**src/rtl/phase_report_seq.sv**
```systemverilog
// Phase-result frame sequencer: snapshots four channel captures, derives offsets
// relative to channel 1 and streams a fixed 20-byte frame over a valid/ready byte link.
module phase_report_seq #(
  parameter logic [7:0] P_SYNC = 8'hA5,
  parameter int         P_W    = 29
) (
  input  logic           i_clk,
  input  logic           i_res_n,
  input  logic           i_ph_en,
  input  logic [P_W-1:0] i_ph1,
  input  logic [P_W-1:0] i_ph2,
  input  logic [P_W-1:0] i_ph3,
  input  logic [P_W-1:0] i_ph4,
  output logic [7:0]     o_tx_data,
  output logic           o_tx_valid,
  input  logic           i_tx_ready,
  output logic           o_busy,
  output logic           o_overrun,
  output logic [7:0]     o_frame_cnt
);

  typedef enum logic [1:0] {IDLE, CALC, SEND} state_t;

  state_t         state;
  logic [P_W-1:0] snap [4];
  logic [P_W-1:0] prev [4];
  logic [7:0]     frame [1:19];
  logic [4:0]     idx;

  logic [P_W-1:0] diff  [3];
  logic [31:0]    words [4];
  logic [3:0]     stale;
  logic [7:0]     nxt   [20];
  logic [7:0]     chk;

  // Frame image computed from the snapshots; the subtraction wraps naturally at P_W bits.
  always_comb begin
    for (int i = 0; i < 4; i++) begin
      stale[i] = (snap[i] == prev[i]);
    end
    words[0] = {{(32-P_W){1'b0}}, snap[0]};
    for (int i = 0; i < 3; i++) begin
      diff[i]      = snap[i+1] - snap[0];
      words[i+1]   = {{(32-P_W){diff[i][P_W-1]}}, diff[i]};
    end
    nxt[0] = P_SYNC;
    nxt[1] = o_frame_cnt;
    nxt[2] = {4'b0000, stale};
    for (int n = 0; n < 4; n++) begin
      for (int b = 0; b < 4; b++) begin
        nxt[3 + 4*n + b] = words[n][8*(3-b) +: 8];
      end
    end
    chk = 8'h00;
    for (int k = 1; k < 19; k++) begin
      chk = chk ^ nxt[k];
    end
    nxt[19] = chk;
  end

  always_ff @(posedge i_clk or negedge i_res_n) begin
    if (!i_res_n) begin
      state       <= IDLE;
      idx         <= 5'd0;
      o_tx_data   <= 8'h00;
      o_tx_valid  <= 1'b0;
      o_busy      <= 1'b0;
      o_overrun   <= 1'b0;
      o_frame_cnt <= 8'h00;
      for (int i = 0; i < 4; i++) begin
        snap[i] <= '0;
        prev[i] <= '0;
      end
      for (int k = 1; k < 20; k++) begin
        frame[k] <= 8'h00;
      end
    end else begin
      // Any strobe outside IDLE is dropped and reported one cycle later.
      o_overrun <= i_ph_en && (state != IDLE);
      case (state)
        IDLE: begin
          if (i_ph_en) begin
            snap[0] <= i_ph1;
            snap[1] <= i_ph2;
            snap[2] <= i_ph3;
            snap[3] <= i_ph4;
            o_busy  <= 1'b1;
            state   <= CALC;
          end
        end
        CALC: begin
          for (int k = 1; k < 20; k++) begin
            frame[k] <= nxt[k];
          end
          for (int i = 0; i < 4; i++) begin
            prev[i] <= snap[i];
          end
          idx        <= 5'd0;
          o_tx_data  <= nxt[0];
          o_tx_valid <= 1'b1;
          state      <= SEND;
        end
        SEND: begin
          if (o_tx_valid && i_tx_ready) begin
            if (idx == 5'd19) begin
              o_tx_valid  <= 1'b0;
              o_tx_data   <= 8'h00;
              o_busy      <= 1'b0;
              o_frame_cnt <= o_frame_cnt + 8'd1;
              state       <= IDLE;
            end else begin
              idx       <= idx + 5'd1;
              o_tx_data <= frame[idx + 5'd1];
            end
          end
        end
        default: state <= IDLE;
      endcase
    end
  end

endmodule
```
**config.mk**
```make
export PLATFORM = sky130hd
export DESIGN_NAME = phase_report_seq
export DESIGN_NICKNAME = d
export VERILOG_FILES = /design/src/rtl/phase_report_seq.sv
export SDC_FILE = /design/constraint.sdc
export NUM_CORES = 1
export LEC_CHECK = 0
export ABC_AREA = 0
export BUFFER_PORTS_ARGS = -buffer_cell sky130_fd_sc_hd__buf_2
export CAP_MARGIN = 20
export CORE_UTILIZATION = 54
export DETAILED_ROUTE_END_ITERATION = 8
export GPL_TIMING_DRIVEN = 0
export PLACE_DENSITY = 0.81
export SYNTH_ARGS = -nofsm -noshare
export SYNTH_HDL_FRONTEND = slang
export SYNTH_SLANG_ARGS = --single-unit
```
**constraint.sdc**
```tcl
create_clock -name i_clk -period 11.2 [get_ports i_clk]
set_input_delay 2.8 -clock i_clk [delete_from_list [all_inputs] [get_ports i_clk]]
set_output_delay 2.8 -clock i_clk [all_outputs]
set_load 0.01 [all_outputs]
```
# Yosys cells after proc, flatten, opt, wreduce, memory -nomap -nowiden
# Index checks and enable logic that the tools add are counted.
[totals]
register_bits = 394
input_bits = 120
out_inout_bits = 19
word_cells = 100
[classes]
n_addsub = 5
order_cmp = 1
n_eq_ne = 11
mux = 18
n_bitwise = 18
n_reduce_logical = 13
[op_table]
columns = ["cell", "n"]
rows = [
  ["8-bit XOR", 15],
  ["29-bit equality test", 4],
  ["29-bit subtractor", 3],
  ["8-bit binary-select mux with 5-bit select", 1],
  ["8-bit two-way mux", 4],
  ["8-bit one-hot mux with 2 select lines", 1],
  ["3-bit AND reduction", 4],
  ["5-bit two-way mux", 2],
  ["5-bit one-hot mux with 2 select lines", 1],
  ["8-bit by 1-bit adder with 8-bit output, second input constant", 1],
  ["2-bit inequality test, second input constant", 4],
  ["8-bit by 4-bit XOR with 8-bit output", 1],
  ["8-bit by 5-bit XOR with 8-bit output", 1],
  ["6-bit greater-or-equal comparator, second input constant", 1],
  ["2-bit two-way mux", 3],
  ["5-bit inverter with 6-bit output", 1],
  ["2-bit one-hot mux with 3 select lines", 1],
  ["2-bit nonzero test", 3],
  ["5-bit by 1-bit adder with 5-bit output, second input constant", 1],
  ["5-bit equality test, second input constant", 1],
  ["1-bit one-hot mux with 2 select lines", 2],
  ["2-bit AND reduction", 2],
  ["4-bit AND reduction", 1],
  ["1-bit two-way mux", 3],
  ["4 further kinds", 5],
]

# Longest topological paths before layout
# Gate-level depths: netlist (run 1).
[logic_depth]
ltp_word = 18
depth_mapped = 16
mapped_depth_nobuf = 16

# Worst setup path before layout (run 1)
# Ideal clock, no wire load.
[synth_path]
path_type = "in2reg"
start = "input i_ph_en"
end = "register snap[50] in the netlist's numbering"
t_arrival_ns = 4.202
setup_slack_ns = 6.873
stages = 4
cell_sequence = "nor3b_1 clkbuf_1 clkbuf_1 mux2_2"
[synth_between]
elab_chain_cells = 1
[synth_lines]
columns = ["item", "line_no", "rtl"]
rows = [
  ["start, declared", "9", "input logic i_ph_en,"],
  ["2-bit AND reduction (no source line)", "-", ""],
  ["end, declared", "25", "logic [P_W-1:0] snap [4];"],
]
# No other way between the ends.
# A chain may end at the register's enable or synchronous reset.

# Final worst setup path (run 1)
[layout_path]
start = "input i_ph_en"
end = "register snap, in the netlist nxt[105]"
# Same word-level chain as after synthesis.

==> impl_metrics.toml, run 1 <==
[logic_synthesis]
synth.lib_cells_used.distinct = 81
async_s_r_ff_share_synth_pct = 100
post_synthesis_average_cell_area_um2 = 9.66
synth.yosys.warnings = 0
synth_edf_count = 0
synth.cell_area_mm2 = 0.0213
most_area_consuming_cells_after_synthesis = "dfrtp_1, nand2_1, xnor2_1"
postSynthRegisterBits = 365
syn_inst = 2209
synth_top_area_share_pct = 42.8
ys_dominant_reg_cell = "dfrtp_1"
synth_nets = 2418
seq_area_frac_synth_pct = 42.8
yosysTopAreaCell = "dfrtp_1"

[final_layout]
final_nets = 2602
layout.area.seq_mm2 = 0.00913
final_cell_count_no_fill = 2944
fillCellCount = 3179
area_growth_pct = 13.1
drive_above_1_share_pct = 14.8
multi_input_area_mm2 = 0.0116
design_area_mm2 = 0.0241

[setup_path]
worstPathRequired_ps = 11660
cp-end-kind = "flip-flop"
timing.rr.start = "nxt[105]"
critical_path.reg2reg.endpoint = "frame[4]"
criticalPathCategory = "in -> reg"
crit_fanout = 10
start_kind = "primary input"
setup.reg_to_reg.worst_slack_ps = 6150
critPathArrivalTime_ps = 5690
register_to_register_path_depth = 14

[clock_tree]
post_cts.resized_instances = 0
cts_tree = "built"
cts_hold_buf = 0
clk_pin_slew_worst_paths_ps = 60
insertion_delay_ps = 560
cts_made_buffers = 39
cts_post_setup_buffers_inserted = 0
numClockSinks = 365
clock-root-buffer = "clkbuf_16"
clk_path_buf_depth = 3
h-tree-depth = 2

[floorplan]
floorplan.die.height_um = 201
die_width_um = 201
rows = 72
die_ar_mm2 = 0.0403
initial_core_util_pct = 55.0
boundaryPins = 139
fp.coreArea_mm2 = 0.0388

[timing]
worst_slew_pin_tran_ps = 1120
final.min_clock_period_ps = 5230
final_hold_viol_count = 0
timing.final.setup_violations = 0
grt_setup_unrepaired = "no"
clock_skew_ps = 21.9
final_max_slew_viol_count = 0
finalCritPeriodShare_pct = 46.7
totalNegativeSetupSlack_ps = 0
worst_slew_margin_rel_pct = 24.7
fmax_mhz = 191

[grt]
grt_util_met1_pct = 48.5
grt_max_degree = 120
fraction_of_met3_tracks_used_by_global_routing_pct = 7.95
track_usage_pct = 36.2
grt_most_used_layer = "met2"
global_route_wire_length_before_repair_um = 108000
grt-ovfl-total = 0
number_of_antenna_violations_at_the_first_check_in_global_routing = 2
globalRouteMet2Util_pct = 54.2
via_count_of_the_first_global_routing_pass = 17400

[min_path]
hold_path_end = "frame[72]"
whs_path_depth = 2
hold_path_class = "reg -> reg"
worstHoldStart = "frame[72]"

[drt]
wire_per_inst_um = 24.7
drtPass1Iterations = 7
post_drt_via_cell_ratio = 6.16
route.vias.total = 18100
routed_wirelength_um = 72700
drt_iter0_markers = 2033
antenna_left = 0
route.detailed.drc = 0

[status]
outcome = "complete, no violations"

[run]
max_cap_violations = 0

[placement]
numPortBuffers = 138
gp_congestion = 1.01
placed_area_mm2 = 0.0228
hpwlAfterDp_um = 55500
dpl.cell_count = 2870
==> routing by layer <==
layer  wire (um)  part of all wire, %
met5          16                0.022
met2       31600                   44
met1       28800                   40
met4        4820                  6.6
met3        7400                   10
==> critical path, cell delays in order <==
cell	delay, ps
buf_2	90
nor3b_2	550
buf_6	260
clkbuf_1	680
clkbuf_1	800
nand2_1	320
o21ai_0	170
==> stage by stage <==
stage	setup slack (ps)	hold slack, ps	utilization [%]
final	5970	479	62.1
after global placement	426	456	58.4
after CTS	6110	479	62.1
after global routing	6040	494	62.1
after detailed placement	5540	466	58.7
after floorplan	6870	438	-
==> placed cells by master (no fill, tap or decap), types with 14 or more instances in the layout <==
| cell | synthesis | final |
|---|---|---|
| clkbuf_1 | 70 | 76 |
| nand2b_1 | 15 | 15 |
| o21ai_0 | 207 | 207 |
| nand3_1 | 29 | 29 |
| a21oi_1 | 86 | 86 |
| clkbuf_16 | 0 | 39 |
| ha_1 | 86 | 86 |
| xor2_1 | 97 | 97 |
| mux2_2 | 88 | 88 |
| nand4_1 | 27 | 27 |
| a21o_1 | 30 | 30 |
| xnor2_1 | 191 | 191 |
| inv_1 | 60 | 60 |
| mux4_2 | 34 | 34 |
| buf_2 | 2 | 140 |
| nor4_1 | 22 | 22 |
| nor2_1 | 61 | 61 |
| nand2_1 | 516 | 516 |
| dfrtp_1 | 365 | 365 |
| o21bai_1 | 14 | 14 |
==> sequential cells by signal, indices dropped and copies added, names as in the netlist <==
| register | count |
|---|---|
| frame | 107 |
| state | 2 |
| o_tx_data | 8 |
| nxt | 29 |
| o_tx_valid | 1 |
| prev | 116 |
| o_busy | 1 |
| o_frame_cnt | 8 |
| o_overrun | 1 |
| idx | 5 |
| snap | 87 |
==> worst max-delay path by stage <==
stage,startpoint,endpoint,cells after the start
2_1_floorplan,i_ph_en,snap[50],4
3_3_place_gp,i_res_n,snap[68],1
3_5_place_dp,i_ph_en,snap[85],6
4_1_cts,i_ph_en,snap[85],6
5_1_grt,i_ph_en,nxt[105],7
6_report,i_ph_en,nxt[105],7
==> cell families after synthesis <==
logic type	share of synthesized area [%]
buffers and inverters	2.87
AOI/OAI and AO/OA	11.8
muxes	8.75
xor gates and xnor gates	13.6
and+or+nand+nor	14.8
adders and majority gates	5.32
DFF	42.8
==> Yosys cell counts (11+ instances only) <==
cell type / n
nand2_1: 516
dfrtp_1: 365
o21ai_0: 207
xnor2_1: 191
xor2_1: 97
mux2_2: 88
a21oi_1: 86
ha_1: 86
clkbuf_1: 70
nor2_1: 61
inv_1: 60
mux4_2: 34
a21o_1: 30
nand3_1: 29
nand4_1: 27
nor4_1: 22
nand2b_1: 15
o21bai_1: 14
buf_1: 13
nor3_1: 13
o21a_1: 13
xnor3_1: 13
mux2i_1: 11
nor2b_1: 11
==> area by class of cell <==
class / instances / share of cell area, %
clock buffers: 54 / 4.65
diodes: 4 / 0.0415
well taps: 518 / 2.69
plain buffers: 94 / 1.60
repair buffers: 143 / 3.31
multi-input cells: 1690 / 48.1
clock inverters: 16 / 0.845
flip-flops and latches: 365 / 37.9
inverters: 60 / 0.933
Power of run 1 is not shown: default switching activity piles up to over one toggle a cycle in this logic, so the estimate is an artifact.
==> inputs of run 2 (changes only) <==
--- a/config.mk
+++ b/config.mk
@@ -5,13 +5,13 @@
 export SDC_FILE = /design/constraint.sdc
 export NUM_CORES = 1
 export LEC_CHECK = 0
-export ABC_AREA = 0
+export ABC_AREA = 1
 export BUFFER_PORTS_ARGS = -buffer_cell sky130_fd_sc_hd__buf_2
 export CAP_MARGIN = 20
 export CORE_UTILIZATION = 54
 export DETAILED_ROUTE_END_ITERATION = 8
 export GPL_TIMING_DRIVEN = 0
-export PLACE_DENSITY = 0.81
+export PLACE_DENSITY = 0.84
 export SYNTH_ARGS = -nofsm -noshare
 export SYNTH_HDL_FRONTEND = slang
 export SYNTH_SLANG_ARGS = --single-unit
==> constraint.sdc (replaced) <==
create_clock -name i_clk -period 4.6 [get_ports i_clk]
set_input_delay 1.15 -clock i_clk [delete_from_list [all_inputs] [get_ports i_clk]]
set_output_delay 1.15 -clock i_clk [all_outputs]
set_load 0.01 [all_outputs]
==> impl_metrics.toml, run 2 <==
[clock_tree]
insertion_delay_ps = 600
post_cts.resized_instances = 0
h-tree-depth = 2
clock-root-buffer = "clkbuf_16"
clk_pin_slew_worst_paths_ps = 60
cts_tree = "built"
cts_post_setup_buffers_inserted = 0
numClockSinks = 365
cts_hold_buf = 0
cts_made_buffers = 41
clk_path_buf_depth = 3

[logic_synthesis]
yosysTopAreaCell = "dfrtp_1"
syn_inst = 3096
synth.yosys.warnings = 0
synth_nets = 3305
most_area_consuming_cells_after_synthesis = "dfrtp_1, nand2_1, o21ai_0"
synth_top_area_share_pct = 40.1
synth.lib_cells_used.distinct = 56
cell_types_with_the_highest_counts_after_synthesis = "nand2_1, dfrtp_1, o21ai_0"
synth.cell_area_mm2 = 0.0227
ys_dominant_reg_cell = "dfrtp_1"
postSynthRegisterBits = 365
post_synthesis_average_cell_area_um2 = 7.35
synth_most_common_cell = "nand2_1"
synth_edf_count = 0
seq_area_frac_synth_pct = 40.1
async_s_r_ff_share_synth_pct = 100

[final_layout]
biggestRegsByFlops = "prev: 116 flops, frame: 107 flops, snap: 87 flops"
design_area_mm2 = 0.0256
largest_reg_flops = 116
drive_above_1_share_pct = 8.15
area_growth_pct = 12.6
fillCellCount = 3779
final_cell_count_no_fill = 3844
regMostFlops = "prev"
final_nets = 3491
layout_commonest_cell = "nand2_1"
layout_common_cells = "nand2_1, dfrtp_1, o21ai_0"

[setup_path]
cpMaxStageDelayCell = "xnor2_1"
criticalPathCategory = "reg -> reg"
register_to_register_path_depth = 22
cp-end-kind = "flip-flop"
critical_path.reg2reg.endpoint = "frame[4]"
crit_fanout = 6
setup.reg_to_reg.worst_slack_ps = 570
worstPathRequired_ps = 5060
critPathLaunch = "nxt[111]"
cell_type_with_the_highest_occurrence_count_on_the_critical_path = "nand2_1"
timing.rr.start = "nxt[111]"
critPathArrivalTime_ps = 4490
crit_chain = "inv_1 > ha_1 > nand2_2 > inv_1 > a21oi_1 > nor2_1 > nor2_1 > nand2_1 > xnor2_1 > nand3_1 > nand2_1 > nand2_1 > nand3_1 > nand2_1 > nand2_1 > nand3_1 > nand2_1 > nand2_1 > nand2_1 > nand2_1 > nand3_1 > nand2_1"
worst-path-buf-inv = 2
cpLargestDelayFamily = "simple AND/OR/NAND/NOR gates"
start_kind = "flip-flop"
max_stage_delay_ps = 520

[timing]
finalCritPeriodShare_pct = 87.6
final_max_slew_viol_count = 0
totalNegativeSetupSlack_ps = 0
final.min_clock_period_ps = 4030
grt_setup_unrepaired = "no"
fmax_mhz = 248
clock_skew_ps = 32.5
worst_slew_pin_tran_ps = 1190
setup_ws_ps = 569
worst_slew_margin_rel_pct = 20.5
timing.final.setup_violations = 0
final_hold_viol_count = 0

[grt]
via_count_of_the_first_global_routing_pass = 20900
grt_max_degree = 128
number_of_antenna_violations_at_the_first_check_in_global_routing = 1
track_usage_pct = 38.5
global_route_wire_length_before_repair_um = 124000
grt-ovfl-total = 0

[placement]
worst_case_setup_slack_after_placement_ps = 832
hpwlAfterDp_um = 64600
dpl.cell_count = 3771
gp_congestion = 1.05
numPortBuffers = 138
placed_area_mm2 = 0.0242

[min_path]
hold_path_class = "in -> async"

[drt]
drtPass1Iterations = 8
antenna_left = 0
drt_iter0_markers = 2875
wire_per_inst_um = 21.5
route.detailed.drc = 0
route.vias.total = 22500
post_drt_via_cell_ratio = 5.86
routed_wirelength_um = 82800

[floorplan]
floorplan.die.height_um = 207
rows = 74
die_ar_mm2 = 0.0430
fp.coreArea_mm2 = 0.0412
initial_core_util_pct = 55.2
boundaryPins = 139
die_width_um = 207

[status]
outcome = "complete, no violations"

[run]
max_cap_violations = 0
-- run 2: changes by cell type after synthesis, sizes merged, moves of 15 or more --
cell    delta
inv      +215
mux4      -34
nor2      +95
nand2    +568
mux2      -88
xnor2    -104
nand3    +132
o21ai    +120
nand2b    -15
or2       +19
a21oi     +39
-- run 2: routing by layer --
metal	track usage [%]	vias up	part of all wire [%]
li1	-	10400	-
met1	53.0	10600	41
met2	54.9	1323	41
met3	11.0	254	13
met4	20.7	2	6.1
met5	0	-	0.014
-- run 2: through the flow --
step | utilization, % | hold WS (ps)
finish | 62.1 | 435
global route | 62.1 | 447
CTS | 62.1 | 439
detailed placement | 58.8 | 467
global placement | 58.5 | 458
floorplan | - | 444
-- run 2: layout make-up --
cell class,instances,area [um^2],area share (%)
Antenna cell,1,2.50,0.00977
Sequential cell,365,9130,35.7
Clock buffer,54,1160,4.55
Inverter,276,1040,4.05
Buffer,110,448,1.75
Multi-Input combinational cell,2345,12100,47.4
Timing Repair Buffer,143,813,3.18
Tap cell,532,666,2.60
Clock inverter,18,209,0.816
-- run 2: cells by family after synthesis --
kind of cell,count (synthesis),synth area share (%)
compound gates,559,13.5
xor+xnor,197,7.78
fa+ha+maj,89,4.99
buf+inv,386,6.52
flops,365,40.1
simple gates,1500,27.0
-- run 2: worst reg2reg max path: cells and delay by family (launching register included) --
kind,cells,cell delay (ps)
AOI/OAI and AO/OA,1,260
xor gates and xnor gates,1,520
adders and majority gates,1,420
buffers and inverters,2,500
DFF,1,430
and+or+nand+nor,17,1750
-- run 2: how the worst max path moves through the flow --
stage | endpoint | depth (start not counted)
2_1_floorplan | frame[2] | 25
3_3_place_gp | snap[21] | 1
3_5_place_dp | frame[4] | 22
4_1_cts | frame[4] | 22
5_1_grt | frame[0] | 20
6_report | frame[4] | 22
Power of run 2 is left out for the same reason.
